$ cat src/rtl/mem_access_controller.sv
// Data-memory sequencer for the microprogrammed control unit: MOV/MOC handshake,
// big-endian byte lanes, misalignment rejection and a fixed wait-state RAM access.
module mem_access_controller #(
    parameter int ADDR_W      = 8,
    parameter int DATA_W      = 32,
    parameter int WAIT_STATES = 2
) (
    input  logic              clk,
    input  logic              reset,
    input  logic              MOV,
    input  logic              ReadWrite,
    input  logic [1:0]        size,
    input  logic              sign_ext,
    input  logic [ADDR_W-1:0] addr,
    input  logic [DATA_W-1:0] wdata,
    output logic              MOC,
    output logic              err,
    output logic [DATA_W-1:0] rdata_out,
    output logic              busy,
    output logic              mem_en,
    output logic              mem_we,
    output logic [3:0]        mem_be,
    output logic [ADDR_W-3:0] mem_addr,
    output logic [DATA_W-1:0] mem_wdata,
    input  logic [DATA_W-1:0] mem_rdata
);

    typedef enum logic [1:0] {IDLE, ACCESS, DONE} state_t;

    state_t      state;
    logic [3:0]  cnt;
    logic [1:0]  off_q;
    logic [1:0]  size_q;
    logic        rw_q;
    logic        sx_q;

    logic        legal;
    logic [3:0]  be_n;
    logic [31:0] lanes_n;
    logic [7:0]  rd_byte;
    logic [15:0] rd_half;
    logic [31:0] rd_ext;

    // Request decode: legality, byte enables and lane-positioned write data.
    always_comb begin
        legal   = 1'b1;
        be_n    = 4'b0000;
        lanes_n = 32'h0;
        case (size)
            2'b00: begin
                be_n = 4'b1000 >> addr[1:0];
                case (addr[1:0])
                    2'd0:    lanes_n = {wdata[7:0], 24'h0};
                    2'd1:    lanes_n = {8'h0, wdata[7:0], 16'h0};
                    2'd2:    lanes_n = {16'h0, wdata[7:0], 8'h0};
                    default: lanes_n = {24'h0, wdata[7:0]};
                endcase
            end
            2'b01: begin
                legal   = ~addr[0];
                be_n    = addr[1] ? 4'b0011 : 4'b1100;
                lanes_n = addr[1] ? {16'h0, wdata[15:0]} : {wdata[15:0], 16'h0};
            end
            2'b10: begin
                legal   = (addr[1:0] == 2'b00);
                be_n    = 4'b1111;
                lanes_n = wdata;
            end
            default: legal = 1'b0;
        endcase
    end

    // Read path: pick the addressed lane(s) and right-justify with extension.
    always_comb begin
        case (off_q)
            2'd0:    rd_byte = mem_rdata[31:24];
            2'd1:    rd_byte = mem_rdata[23:16];
            2'd2:    rd_byte = mem_rdata[15:8];
            default: rd_byte = mem_rdata[7:0];
        endcase
        rd_half = off_q[1] ? mem_rdata[15:0] : mem_rdata[31:16];
        case (size_q)
            2'b00:   rd_ext = {{24{sx_q & rd_byte[7]}}, rd_byte};
            2'b01:   rd_ext = {{16{sx_q & rd_half[15]}}, rd_half};
            default: rd_ext = mem_rdata;
        endcase
    end

    always_ff @(posedge clk) begin
        if (reset) begin
            state     <= IDLE;
            cnt       <= 4'd0;
            off_q     <= 2'd0;
            size_q    <= 2'd0;
            rw_q      <= 1'b0;
            sx_q      <= 1'b0;
            MOC       <= 1'b0;
            err       <= 1'b0;
            busy      <= 1'b0;
            mem_en    <= 1'b0;
            mem_we    <= 1'b0;
            mem_be    <= 4'b0000;
            mem_addr  <= '0;
            mem_wdata <= '0;
            rdata_out <= '0;
        end else begin
            case (state)
                IDLE: begin
                    if (MOV) begin
                        off_q  <= addr[1:0];
                        size_q <= size;
                        rw_q   <= ReadWrite;
                        sx_q   <= sign_ext;
                        busy   <= 1'b1;
                        if (legal) begin
                            state     <= ACCESS;
                            cnt       <= 4'(WAIT_STATES);
                            mem_en    <= 1'b1;
                            mem_we    <= ~ReadWrite;
                            mem_addr  <= addr[ADDR_W-1:2];
                            mem_be    <= be_n;
                            mem_wdata <= lanes_n;
                        end else begin
                            state <= DONE;
                            MOC   <= 1'b1;
                            err   <= 1'b1;
                        end
                    end
                end
                ACCESS: begin
                    // MOV is deliberately ignored here; a started access always finishes.
                    if (cnt != 4'd0) begin
                        cnt <= cnt - 4'd1;
                    end else begin
                        state  <= DONE;
                        mem_en <= 1'b0;
                        mem_we <= 1'b0;
                        mem_be <= 4'b0000;
                        MOC    <= 1'b1;
                        err    <= 1'b0;
                        if (rw_q)
                            rdata_out <= rd_ext;
                    end
                end
                DONE: begin
                    if (!MOV) begin
                        state <= IDLE;
                        MOC   <= 1'b0;
                        err   <= 1'b0;
                        busy  <= 1'b0;
                    end
                end
                default: state <= IDLE;
            endcase
        end
    end

endmodule

$ cat config.mk
export PLATFORM = sky130hd
export DESIGN_NAME = mem_access_controller
export DESIGN_NICKNAME = d
export VERILOG_FILES = /design/src/rtl/mem_access_controller.sv
export SDC_FILE = /design/constraint.sdc
export NUM_CORES = 1
export LEC_CHECK = 0
export ABC_AREA = 1
export ABC_CLOCK_PERIOD_IN_PS = 1690
export CELL_PAD_IN_SITES_DETAIL_PLACEMENT = 1
export CELL_PAD_IN_SITES_GLOBAL_PLACEMENT = 1
export CORE_AREA = 2 2 126 128
export DETAILED_ROUTE_END_ITERATION = 8
export DIE_AREA = 0 0 128 130
export PLACE_DENSITY = 0.83
export SLEW_MARGIN = 20
export SYNTH_ARGS = -nofsm -noshare
export SYNTH_HDL_FRONTEND = slang
export SYNTH_SLANG_ARGS = --single-unit
$ cat constraint.sdc
create_clock -name clk -period 1.69 [get_ports clk]
set_input_delay 0.169 -clock clk [delete_from_list [all_inputs] [get_ports clk]]
set_output_delay 0.169 -clock clk [all_outputs]
set_load 0.005 [all_outputs]
==> results_tabular.tex, run 1 <==
\begin{tabular}{lr}
\hline
Metric & Value \\
\hline
\multicolumn{2}{l}{\textbf{Place}} \\
GP Congestion & 0.838 \\
Placed Cells incl. Taps & 1052 \\
Final HPWL from detailed placement & 12600 microns \\
Post-detailed-placement cell area & 6610 sq um \\
Port bufs & 157 \\
\multicolumn{2}{l}{\textbf{Worst setup path}} \\
Kind of capture point of the worst setup path & flip-flop \\
Startpoint kind of the worst setup timing path & flip-flop \\
Kind of critical path & reg -> reg \\
Worst R2R End & cnt[1] \\
Register-to-Register Setup Slack & 0.11 ns \\
Register-to-Register Path Depth & 10 \\
RR Startpoint & state[1] \\
Timing startpoint of the critical path & state[1] \\
Arrival time at the worst endpoint & 1.83 ns \\
Maximum fanout count along the critical path & 8 \\
Data required time at the worst endpoint & 1.94 ns \\
Capture point of the worst path & cnt[1] \\
\multicolumn{2}{l}{\textbf{Run status}} \\
Result of the run & finished clean \\
\multicolumn{2}{l}{\textbf{Clock tree}} \\
CTS Buf Count & 9 \\
Post-CTS setup repair buffer count & 0 \\
Worst-skew pair later-pin latency & 0.37 ns \\
H-tree depth reported by CTS & 3 \\
Root buffer cell & sky130\_fd\_sc\_hd\_\_clkbuf\_16 \\
Clock tree from TritonCTS & yes \\
Max Root-Sink Buffers & 2 \\
Number of clock sinks & 91 \\
Clock transition at the register clock pins on the worst setup and hold paths after CTS & 0.06 ns \\
Number of buffers inserted by hold repair at cts & 0 \\
\multicolumn{2}{l}{\textbf{Logic synthesis}} \\
Count of warnings emitted by yosys & 0 \\
Count of state elements after synthesis & 91 \\
Number of enable flip-flop cells after synthesis & 0 \\
Most frequently used flop master after synthesis & sky130\_fd\_sc\_hd\_\_dfxtp\_1 \\
Cell types with the highest counts after synthesis & sky130\_fd\_sc\_hd\_\_nand2\_1, sky130\_fd\_sc\_hd\_\_dfxtp\_1, sky130\_fd\_sc\_hd\_\_a21oi\_1 \\
Mapped cell area & 4630 sq um \\
Share of the synthesized area in the top cell type & 39.3\% \\
Top post-synthesis cells by area & sky130\_fd\_sc\_hd\_\_dfxtp\_1, sky130\_fd\_sc\_hd\_\_nand2\_1, sky130\_fd\_sc\_hd\_\_a21oi\_1, sky130\_fd\_sc\_hd\_\_nand3\_1, sky130\_fd\_sc\_hd\_\_o21ai\_0 \\
Count leader, synth & sky130\_fd\_sc\_hd\_\_nand2\_1 \\
Post-synthesis async set-or-reset flop share & 0\% \\
Share of synthesized area occupied by flip-flops and latches & 39.3\% \\
Biggest area consumer among synthesized cells & sky130\_fd\_sc\_hd\_\_dfxtp\_1 \\
Syn Nets & 789 \\
Average instance area after synthesis & 6.58 sq um \\
Distinct cell type count after synthesis & 27 \\
Number of instances in the synthesized netlist & 704 \\
\multicolumn{2}{l}{\textbf{Timing}} \\
Unrepaired setup endpoints after global routing & false \\
Share of the clock period used by the worst path after layout & 93.2\% \\
Slew of the pin with the lowest slew margin & 0.503 ns \\
Endpoints failing hold & 0 \\
Skew final & 0.0123 ns \\
TNS Setup & 0 ns \\
Max Fclk & 0.635 GHz \\
Worst slew margin relative to its limit & 66.4\% \\
Total count of max-transition violations in the final report & 0 \\
Minimum clock period after layout & 1.58 ns \\
Count of final setup violators & 0 \\
Worst-case hold slack & 0.448 ns \\
\multicolumn{2}{l}{\textbf{Power}} \\
Gate power share & 41.1\% \\
Worst IR Drop VDD & 0.000529 V \\
Post-route total power & 7.92 mW \\
Power Density & 1140 nW/um\^{}2 \\
Leakage power & 2.97 nW \\
Power dissipated by switching net loads & 2.97 mW \\
Sw frac & 37.4\% \\
Reg power frac & 34.2\% \\
Share of power burned in the clock network & 24.8\% \\
Internal portion of total power & 4.96 mW \\
\multicolumn{2}{l}{\textbf{Layout}} \\
Number of nets in the finished design & 956 \\
Area occupied by registers & 1820 sq um \\
Number of filler instances in the final layout & 1961 \\
Diode insertion count for antenna repair & 0 \\
Combined area of the multi-input logic cells & 2440 sq um \\
Ratio of cells with drive above 1 in the final layout & 9.02\% \\
Final standard cell count with taps included and fillers excluded & 1068 \\
Area growth, synth to finish & 49.8\% \\
Area of all placed cells without fillers & 6940 sq um \\
\multicolumn{2}{l}{\textbf{Floorplan}} \\
Placeable Area & 15400 sq um \\
I/O pin total & 158 \\
Die Wd & 128 microns \\
Die Ht & 130 microns \\
Initial core utilization & 30.0\% \\
Row cnt & 46 \\
Total Die Area & 16600 sq um \\
\multicolumn{2}{l}{\textbf{Route}} \\
Total number of vias & 5170 \\
Routed wire per std cell & 15.8 microns \\
1st-iter DRT viols & 248 \\
Total length of routed wires & 16800 microns \\
Antenna violation net count after detailed routing & 0 \\
Vias/cell & 4.84 \\
First drt pass iteration count & 4 \\
Number of design rule violations left after detail routing & 0 \\
\multicolumn{2}{l}{\textbf{GRT}} \\
Combined global-route utilization of all metal layers & 20.4\% \\
Maximum number of pins on one net before global-route repair & 36 \\
Antenna violations before repair & 0 \\
Vias in the first global route & 5306 \\
Final global-route overflow total & 0 \\
Wire length of the first global-routing pass & 26600 microns \\
\multicolumn{2}{l}{\textbf{Hold path}} \\
Path type of the worst min-delay path & in -> reg \\
\multicolumn{2}{l}{\textbf{Run}} \\
Max-cap violation count & 0 \\
\hline
\end{tabular}
[kinds of logic (layout without fill, tap and decap cells)]
family	Yosys count	after routing	synth area share (%)
AND/OR/NAND/NOR	343	343	30.8
AO/OA/AOI/OAI	162	162	18.8
buffers and inverters	101	273	9.21
flip-flops	91	91	39.3
adder cells (fa/ha/maj)	6	6	1.62
XOR/XNOR	1	1	0.189
[sequential cells by signal, indices dropped and copies added, names as in the netlist]
signal,cells
state,2
mem_we,1
rdata_out,32
sx_q,1
mem_addr,6
mem_be,4
rw_q,1
MOC,1
cnt,4
size_q,2
mem_en,1
off_q,2
mem_wdata,32
err,1
busy,1
[power by group through the flow]
stage,sequential (mW),combinational (mW),clock [mW]
final,2.71,3.25,1.96
after global routing,2.75,3.62,2.11
after CTS,2.70,3.13,2.01
after detailed placement,2.74,3.10,0
after global placement,2.74,3.04,0
after floorplan,2.70,1.74,0
[placed cells by master (no fill, tap or decap), types with 2 or more instances in the layout]
master,Yosys,layout
sky130_fd_sc_hd__buf_12,0,7
sky130_fd_sc_hd__clkinv_2,0,2
sky130_fd_sc_hd__dfxtp_1,91,90
sky130_fd_sc_hd__a21oi_1,81,80
sky130_fd_sc_hd__o21ai_0,49,48
sky130_fd_sc_hd__inv_6,0,4
sky130_fd_sc_hd__nor2_2,2,2
sky130_fd_sc_hd__clkdlybuf4s50_1,0,157
sky130_fd_sc_hd__ha_4,0,2
sky130_fd_sc_hd__nor3_1,3,3
sky130_fd_sc_hd__buf_4,8,26
sky130_fd_sc_hd__nor2_4,2,2
sky130_fd_sc_hd__o21ai_2,2,2
sky130_fd_sc_hd__inv_1,61,59
sky130_fd_sc_hd__nand2_2,6,7
sky130_fd_sc_hd__nand3_2,1,2
sky130_fd_sc_hd__o22ai_1,7,7
sky130_fd_sc_hd__ha_1,6,4
sky130_fd_sc_hd__o21ai_1,5,6
sky130_fd_sc_hd__o21a_1,17,17
sky130_fd_sc_hd__clkbuf_16,0,9
sky130_fd_sc_hd__inv_2,5,7
sky130_fd_sc_hd__nand2_1,217,216
sky130_fd_sc_hd__nand3_1,52,51
sky130_fd_sc_hd__nor2_1,55,55
sky130_fd_sc_hd__nand4_1,2,2
[per-stage QoR]
stage / worst slack [ns] / utilization, %
6_report: 0.114 / 45.0
3_5_place_dp: -0.0180 / 42.8
4_1_cts: -0.000131 / 44.6
5_1_grt: 0.000430 / 45.0
3_3_place_gp: 0.0266 / 42.8
2_1_floorplan: 0.157 / -
[critical path, cell delays in order, from the launching register on]
cell                      delay [ns]
sky130_fd_sc_hd__dfxtp_1        0.34
sky130_fd_sc_hd__inv_2          0.10
sky130_fd_sc_hd__ha_4           0.16
sky130_fd_sc_hd__buf_6          0.14
sky130_fd_sc_hd__inv_1          0.07
sky130_fd_sc_hd__o21ai_2        0.20
sky130_fd_sc_hd__nand2_2        0.10
sky130_fd_sc_hd__inv_1          0.10
sky130_fd_sc_hd__nand2_2        0.08
sky130_fd_sc_hd__o21ai_1        0.13
sky130_fd_sc_hd__nor2_1         0.05
[final cells by class]
type                       instances  area share (%)
tap                              192            3.46
clock inverter                     6           0.649
sequential                        91            26.3
clock buffer                      10            3.30
multi-input combinational        512            35.1
timing repair buffer             191            27.6
inverter                          66            3.57
[how the worst min path moves through the flow]
stage | startpoint | to | slack, ns | depth (start not counted)
2_1_floorplan | ReadWrite | rw_q | 0.32 | 2
3_3_place_gp | mem_wdata[15] | mem_wdata[15] | 0.45 | 2
3_5_place_dp | mem_wdata[9] | mem_wdata[9] | 0.46 | 2
4_1_cts | addr[2] | mem_addr[0] | 0.44 | 3
5_1_grt | addr[3] | mem_addr[1] | 0.46 | 3
6_report | addr[2] | mem_addr[0] | 0.45 | 3
[metal layers]
metal / vias to the layer above / track usage (%) / part of all wire, %
li1: 2604 / - / -
met1: 2409 / 26.8 / 47
met2: 140 / 34.2 / 46
met3: 17 / 3.57 / 4.7
met4: 0 / 6.79 / 1.7
met5: - / 0 / 0
[timing repair]
| item | in CTS | in global routing |
|---|---|---|
| pin swaps | 0 | 1 |
| resized for setup | 0 | 14 |
| setup endpoints to repair | 1 | 78 |
Power figures use the tool's default switching activity.
==> inputs of run 2 (changes only) <==
--- a/config.mk
+++ b/config.mk
@@ -10,9 +10,10 @@
 export CELL_PAD_IN_SITES_DETAIL_PLACEMENT = 1
 export CELL_PAD_IN_SITES_GLOBAL_PLACEMENT = 1
 export CORE_AREA = 2 2 126 128
+export CTS_CLUSTER_SIZE = 30
 export DETAILED_ROUTE_END_ITERATION = 8
 export DIE_AREA = 0 0 128 130
-export PLACE_DENSITY = 0.83
+export PLACE_DENSITY = 0.86
 export SLEW_MARGIN = 20
 export SYNTH_ARGS = -nofsm -noshare
 export SYNTH_HDL_FRONTEND = slang
==> run 2 against run 1 <==
  * Die area stayed put
  * Largest power group unchanged
  * Final area is 0.11% higher
  * Combinational power hardly changed
  * Global-route usage is 0.28 points lower
  * Setup slack better by 0.0083 ns
==> results_tabular.tex, run 2 (same netlist as run 1, synthesis figures left out) <==
\begin{tabular}{lr}
\hline
Metric & Value \\
\hline
\multicolumn{2}{l}{\textbf{Route}} \\
First drt pass iteration count & 4 \\
Met3 Wirelength & 1040 microns \\
Metal1 wirelength & 7590 microns \\
Vias/cell & 4.90 \\
Total number of vias & 5240 \\
1st-iter DRT viols & 362 \\
Met2 WL post-DR & 8010 microns \\
Total length of routed wires & 16900 microns \\
Antenna violation net count after detailed routing & 0 \\
Max Used Layer & met4 \\
Number of design rule violations left after detail routing & 0 \\
Routed wire per std cell & 15.8 microns \\
\multicolumn{2}{l}{\textbf{Layout}} \\
Combined area of the multi-input logic cells & 2440 sq um \\
Area of all placed cells without fillers & 6950 sq um \\
Ratio of cells with drive above 1 in the final layout & 9.45\% \\
Final standard cell count with taps included and fillers excluded & 1070 \\
Number of nets in the finished design & 958 \\
Number of filler instances in the final layout & 1938 \\
Area growth, synth to finish & 50.0\% \\
Biggest regs & mem\_wdata x32, rdata\_out x32, mem\_addr x6 \\
Diode insertion count for antenna repair & 0 \\
Most common library cell in the layout ignoring fill and taps & sky130\_fd\_sc\_hd\_\_nand2\_1 \\
Commonest non-fill, non-tap cells in the layout & sky130\_fd\_sc\_hd\_\_nand2\_1, sky130\_fd\_sc\_hd\_\_clkdlybuf4s50\_1, sky130\_fd\_sc\_hd\_\_dfxtp\_1, sky130\_fd\_sc\_hd\_\_a21oi\_1, sky130\_fd\_sc\_hd\_\_inv\_1 \\
Area occupied by registers & 1820 sq um \\
\multicolumn{2}{l}{\textbf{Floorplan}} \\
Die Wd & 128 microns \\
Row cnt & 46 \\
Initial core utilization & 30.0\% \\
Placeable Area & 15400 sq um \\
Die Ht & 130 microns \\
I/O pin total & 158 \\
Total Die Area & 16600 sq um \\
\multicolumn{2}{l}{\textbf{Clock tree}} \\
Number of buffers inserted by hold repair at cts & 0 \\
Clock transition at the register clock pins on the worst setup and hold paths after CTS & 0.07 ns \\
Max Root-Sink Buffers & 2 \\
Worst-skew pair later-pin latency & 0.36 ns \\
Number of clock sinks & 91 \\
Clock tree from TritonCTS & yes \\
H-tree depth reported by CTS & 3 \\
Post-CTS setup repair buffer count & 0 \\
Root buffer cell & sky130\_fd\_sc\_hd\_\_clkbuf\_16 \\
CTS Buf Count & 9 \\
\multicolumn{2}{l}{\textbf{Timing}} \\
Worst slew margin relative to its limit & 69.4\% \\
Max Fclk & 0.638 GHz \\
Endpoints failing hold & 0 \\
Setup slack of the critical path after layout & 0.123 ns \\
Slew of the pin with the lowest slew margin & 0.458 ns \\
Unrepaired setup endpoints after global routing & false \\
TNS Setup & 0 ns \\
Share of the clock period used by the worst path after layout & 92.7\% \\
Count of final setup violators & 0 \\
Skew final & 0.00972 ns \\
Total count of max-transition violations in the final report & 0 \\
Minimum clock period after layout & 1.57 ns \\
\multicolumn{2}{l}{\textbf{GRT}} \\
Antenna violations before repair & 0 \\
Final global-route overflow total & 0 \\
Combined global-route utilization of all metal layers & 20.1\% \\
Maximum number of pins on one net before global-route repair & 36 \\
Vias in the first global route & 5085 \\
Wire length of the first global-routing pass & 26400 microns \\
\multicolumn{2}{l}{\textbf{Worst setup path}} \\
Cell Chain, Critical Path & inv\_2 -> ha\_4 -> buf\_6 -> inv\_1 -> o21ai\_2 -> nand2\_1 -> inv\_1 -> nand2\_4 -> nand2\_1 -> a21oi\_1 \\
Kind of critical path & reg -> reg \\
Slowest stage delay, CP & 0.35 ns \\
Register-to-Register Path Depth & 10 \\
Arrival time at the worst endpoint & 1.79 ns \\
Standard cell with the maximum stage delay on the critical path & sky130\_fd\_sc\_hd\_\_dfxtp\_1 \\
Data required time at the worst endpoint & 1.91 ns \\
Startpoint kind of the worst setup timing path & flip-flop \\
Kind of capture point of the worst setup path & flip-flop \\
Maximum fanout count along the critical path & 8 \\
\multicolumn{2}{l}{\textbf{Power}} \\
Power Density & 1160 nW/um\^{}2 \\
Worst IR Drop VDD & 0.000569 V \\
Post-route total power & 8.08 mW \\
Leakage power & 2.97 nW \\
\multicolumn{2}{l}{\textbf{Hold path}} \\
Number of stages on the worst hold path & 3 \\
Path type of the worst min-delay path & in -> reg \\
\multicolumn{2}{l}{\textbf{Place}} \\
Final HPWL from detailed placement & 12600 microns \\
Setup slack after placement & -0.0547 ns \\
GP Congestion & 0.833 \\
Placed Cells incl. Taps & 1054 \\
Post-detailed-placement cell area & 6590 sq um \\
Port bufs & 157 \\
\multicolumn{2}{l}{\textbf{Run}} \\
Max-cap violation count & 0 \\
\multicolumn{2}{l}{\textbf{Run status}} \\
Result of the run & finished clean \\
\hline
\end{tabular}
[run 2: power by group]
group          leakage, nW  internal (mW)  switching, mW
clock network        0.148           1.16          0.949
logic                 2.09           1.49           1.77
registers            0.740           2.48          0.233
[run 2: cell type report]
class	instances	share of cell area, %
clock inverter	6	1.01
sequential	91	26.3
multi-input combinational	512	35.1
tap	192	3.46
inverter	66	3.57
timing repair buffer	193	27.3
clock buffer	10	3.30
[run 2: final timing paths]
path | startpoint | end | slack, ns
setup / recovery | state[1] | mem_be[0] | 0.12
hold / removal | addr[4] | mem_addr[2] | 0.43
setup reg to reg | state[1] | mem_be[0] | 0.12
hold reg to reg | mem_en | mem_en | 0.46
[run 2: per-stage QoR]
step	hold WS, ns	utilization (%)
after floorplan	0.315	-
after global placement	0.450	42.7
after detailed placement	0.457	42.7
after CTS	0.436	44.7
after global routing	0.457	45.0
final	0.435	45.0
[run 2: what timing repair did]
action / CTS / global route
resized for setup: 1 / 15
endpoints found under the setup margin: 2 / 38
pin swaps: 0 / 1
gates cloned: 0 / 0
endpoints found under the hold margin: 0 / 0
[run 2: routing by layer]
| layer | global-route usage (%) | vias to the layer above |
|---|---|---|
| met5 | 0 | - |
| met4 | 6.14 | 0 |
| met3 | 3.94 | 16 |
| met2 | 33.3 | 149 |
| met1 | 26.7 | 2470 |
| li1 | - | 2605 |
[run 2: critical path, delay by kind of cell (launching register included)]
family	cells	cell delay [ns]
compound gates	2	0.25
fa+ha+maj	1	0.16
flops	1	0.35
simple gates	3	0.24
buf+inv	4	0.44
==> inputs of run 3 (changes only) <==
--- a/config.mk
+++ b/config.mk
@@ -9,10 +9,10 @@
 export ABC_CLOCK_PERIOD_IN_PS = 1690
 export CELL_PAD_IN_SITES_DETAIL_PLACEMENT = 1
 export CELL_PAD_IN_SITES_GLOBAL_PLACEMENT = 1
-export CORE_AREA = 2 2 126 128
+export CORE_AREA = 2 2 90 178
 export CTS_CLUSTER_SIZE = 30
 export DETAILED_ROUTE_END_ITERATION = 8
-export DIE_AREA = 0 0 128 130
+export DIE_AREA = 0 0 92 180
 export PLACE_DENSITY = 0.86
 export SLEW_MARGIN = 20
 export SYNTH_ARGS = -nofsm -noshare
==> run 3 against run 2 <==
  * Register-to-register slack worse by 0.04 ns
  * Sequential share of layout area fell by 0.37 points
  * Hold slack better by 0.020 ns
  * Clock skew decreased by 0.00077 ns
  * Setup slack lost 0.040 ns
  * First-iteration DRC count shrank 63%
  * Fmax fell by 2.5%
  * Global-route usage up 2.0 points
  * Non-clock buffer count rose by 6
  * Critical endpoint is now rdata_out[9]
==> results_tabular.tex, run 3 (same netlist as run 1, synthesis figures left out) <==
\begin{tabular}{lr}
\hline
Metric & Value \\
\hline
\multicolumn{2}{l}{\textbf{Place}} \\
Final HPWL from detailed placement & 14400 microns \\
Port bufs & 157 \\
Post-detailed-placement cell area & 6690 sq um \\
GP Congestion & 0.921 \\
\multicolumn{2}{l}{\textbf{Hold path}} \\
Path type of the worst min-delay path & in -> reg \\
\multicolumn{2}{l}{\textbf{Timing}} \\
Slew of the pin with the lowest slew margin & 0.403 ns \\
Endpoints failing hold & 0 \\
Worst slew margin relative to its limit & 73.1\% \\
Minimum clock period after layout & 1.61 ns \\
TNS Setup & 0 ns \\
Count of final setup violators & 0 \\
Unrepaired setup endpoints after global routing & true \\
Max Fclk & 0.622 GHz \\
Total count of max-transition violations in the final report & 0 \\
Skew final & 0.00895 ns \\
Share of the clock period used by the worst path after layout & 95.1\% \\
\multicolumn{2}{l}{\textbf{Run}} \\
Max-cap violation count & 0 \\
\multicolumn{2}{l}{\textbf{Clock tree}} \\
Worst-skew pair later-pin latency & 0.34 ns \\
Number of clock sinks & 91 \\
CTS Buf Count & 9 \\
Post-CTS setup repair buffer count & 0 \\
Root buffer cell & sky130\_fd\_sc\_hd\_\_clkbuf\_16 \\
H-tree depth reported by CTS & 3 \\
Clock transition at the register clock pins on the worst setup and hold paths after CTS & 0.08 ns \\
Max Root-Sink Buffers & 2 \\
Clock tree from TritonCTS & yes \\
\multicolumn{2}{l}{\textbf{Layout}} \\
Commonest non-fill, non-tap cells in the layout & sky130\_fd\_sc\_hd\_\_nand2\_1, sky130\_fd\_sc\_hd\_\_clkdlybuf4s50\_1, sky130\_fd\_sc\_hd\_\_dfxtp\_1, sky130\_fd\_sc\_hd\_\_a21oi\_1, sky130\_fd\_sc\_hd\_\_inv\_1 \\
Area of all placed cells without fillers & 7040 sq um \\
Most common library cell in the layout ignoring fill and taps & sky130\_fd\_sc\_hd\_\_nand2\_1 \\
Diode insertion count for antenna repair & 0 \\
Area growth, synth to finish & 52.0\% \\
Biggest regs & mem\_wdata x32, rdata\_out x32, mem\_addr x6 \\
Ratio of cells with drive above 1 in the final layout & 10.1\% \\
Number of nets in the finished design & 964 \\
\multicolumn{2}{l}{\textbf{Route}} \\
Total length of routed wires & 18200 microns \\
First drt pass iteration count & 5 \\
Number of design rule violations left after detail routing & 0 \\
Routed wire per std cell & 16.9 microns \\
Total number of vias & 5378 \\
1st-iter DRT viols & 133 \\
Antenna violation net count after detailed routing & 0 \\
Vias/cell & 4.97 \\
\multicolumn{2}{l}{\textbf{GRT}} \\
Final global-route overflow total & 0 \\
Combined global-route utilization of all metal layers & 22.1\% \\
Maximum number of pins on one net before global-route repair & 44 \\
Antenna violations before repair & 0 \\
Vias in the first global route & 5667 \\
Wire length of the first global-routing pass & 28800 microns \\
\multicolumn{2}{l}{\textbf{Worst setup path}} \\
Slowest stage delay, CP & 0.56 ns \\
Data required time at the worst endpoint & 1.90 ns \\
Maximum fanout count along the critical path & 13 \\
Kind of capture point of the worst setup path & flip-flop \\
Standard cell with the maximum stage delay on the critical path & sky130\_fd\_sc\_hd\_\_dfxtp\_1 \\
Cell Chain, Critical Path & buf\_4 -> nand2\_1 -> o21ai\_0 -> o22ai\_1 -> nor2\_1 -> a21oi\_1 \\
Kind of critical path & reg -> reg \\
Arrival time at the worst endpoint & 1.82 ns \\
Startpoint kind of the worst setup timing path & flip-flop \\
\multicolumn{2}{l}{\textbf{Run status}} \\
Result of the run & finished clean \\
\multicolumn{2}{l}{\textbf{Floorplan}} \\
I/O pin total & 158 \\
Row cnt & 64 \\
Die Wd & 92 microns \\
Total Die Area & 16600 sq um \\
Placeable Area & 15200 sq um \\
Initial core utilization & 30.5\% \\
Die Ht & 180 microns \\
\multicolumn{2}{l}{\textbf{Power}} \\
Worst IR Drop VDD & 0.000537 V \\
Leakage power & 3.01 nW \\
Power Density & 1160 nW/um\^{}2 \\
\hline
\end{tabular}
-- run 3: cell count changes in the layout (fill, tap and decap cells not counted), moves of 2 or more --
cell	before	now
sky130_fd_sc_hd__buf_12	4	8
sky130_fd_sc_hd__inv_6	3	0
sky130_fd_sc_hd__buf_6	1	3
sky130_fd_sc_hd__inv_8	0	2
sky130_fd_sc_hd__clkinv_4	1	3
sky130_fd_sc_hd__ha_2	0	2
-- run 3: metrics by stage --
step | hold WS (ns) | power [mW] | worst slack, ns | instances | util, %
global route | 0.466 | 8.68 | -0.00863 | 1082 | 46.3
global placement | 0.449 | 5.95 | -0.0451 | 1066 | 44.0
finish | 0.454 | 8.15 | 0.0830 | 1082 | 46.3
detailed placement | 0.458 | 6.06 | -0.0452 | 1066 | 44.0
CTS | 0.447 | 8.16 | 0.00957 | 1082 | 46.0
floorplan | 0.315 | 4.45 | 0.157 | 704 | -
-- run 3: worst max-delay path, delay by kind of cell, from the launching register on --
kind | cells | cell delay [ns]
flip-flops | 1 | 0.56
AO/OA/AOI/OAI | 3 | 0.36
AND/OR/NAND/NOR | 2 | 0.30
buffers and inverters | 1 | 0.25
-- run 3: layout make-up --
class                           count  area (sq um)
Multi-Input combinational cell    512          2430
Fill cell                        1955          8170
Clock buffer                        9           225
Tap cell                          198           248
Clock inverter                      7          72.6
Sequential cell                    91          1820
Inverter                           66           248
Timing Repair Buffer              199          2000
-- run 3: worst paths after layout --
| path | start | to | slack [ns] | cells after the start |
|---|---|---|---|---|
| max | off_q[1] | rdata_out[9] | 0.08 | 6 |
| min | addr[4] | mem_addr[2] | 0.45 | 3 |
| max reg2reg | off_q[1] | rdata_out[9] | 0.08 | 6 |
| min reg2reg | cnt[0] | cnt[0] | 0.46 | 2 |
-- run 3: routing by layer --
| layer | global-route usage [%] | wire [microns] | vias up |
|---|---|---|---|
| li1 | - | - | 2618 |
| met1 | 20.4 | 6020 | 2539 |
| met2 | 44.8 | 10600 | 180 |
| met3 | 3.35 | 727 | 41 |
| met4 | 10.8 | 937 | 0 |
| met5 | 0 | 0 | - |
-- run 3: what timing repair did --
action | CTS | global route
endpoints found under the hold margin | 0 | 0
pin swaps | 0 | 1
setup endpoints to repair | 11 | 59
gates resized for setup | 4 | 12
hold buffers | 0 | 0
-- run 3: where the power goes --
group,total (mW),switching (mW),internal (mW)
clock,2.03,0.985,1.04
combinational,3.42,1.87,1.55
sequential,2.71,0.239,2.47
total,8.15,3.09,5.06
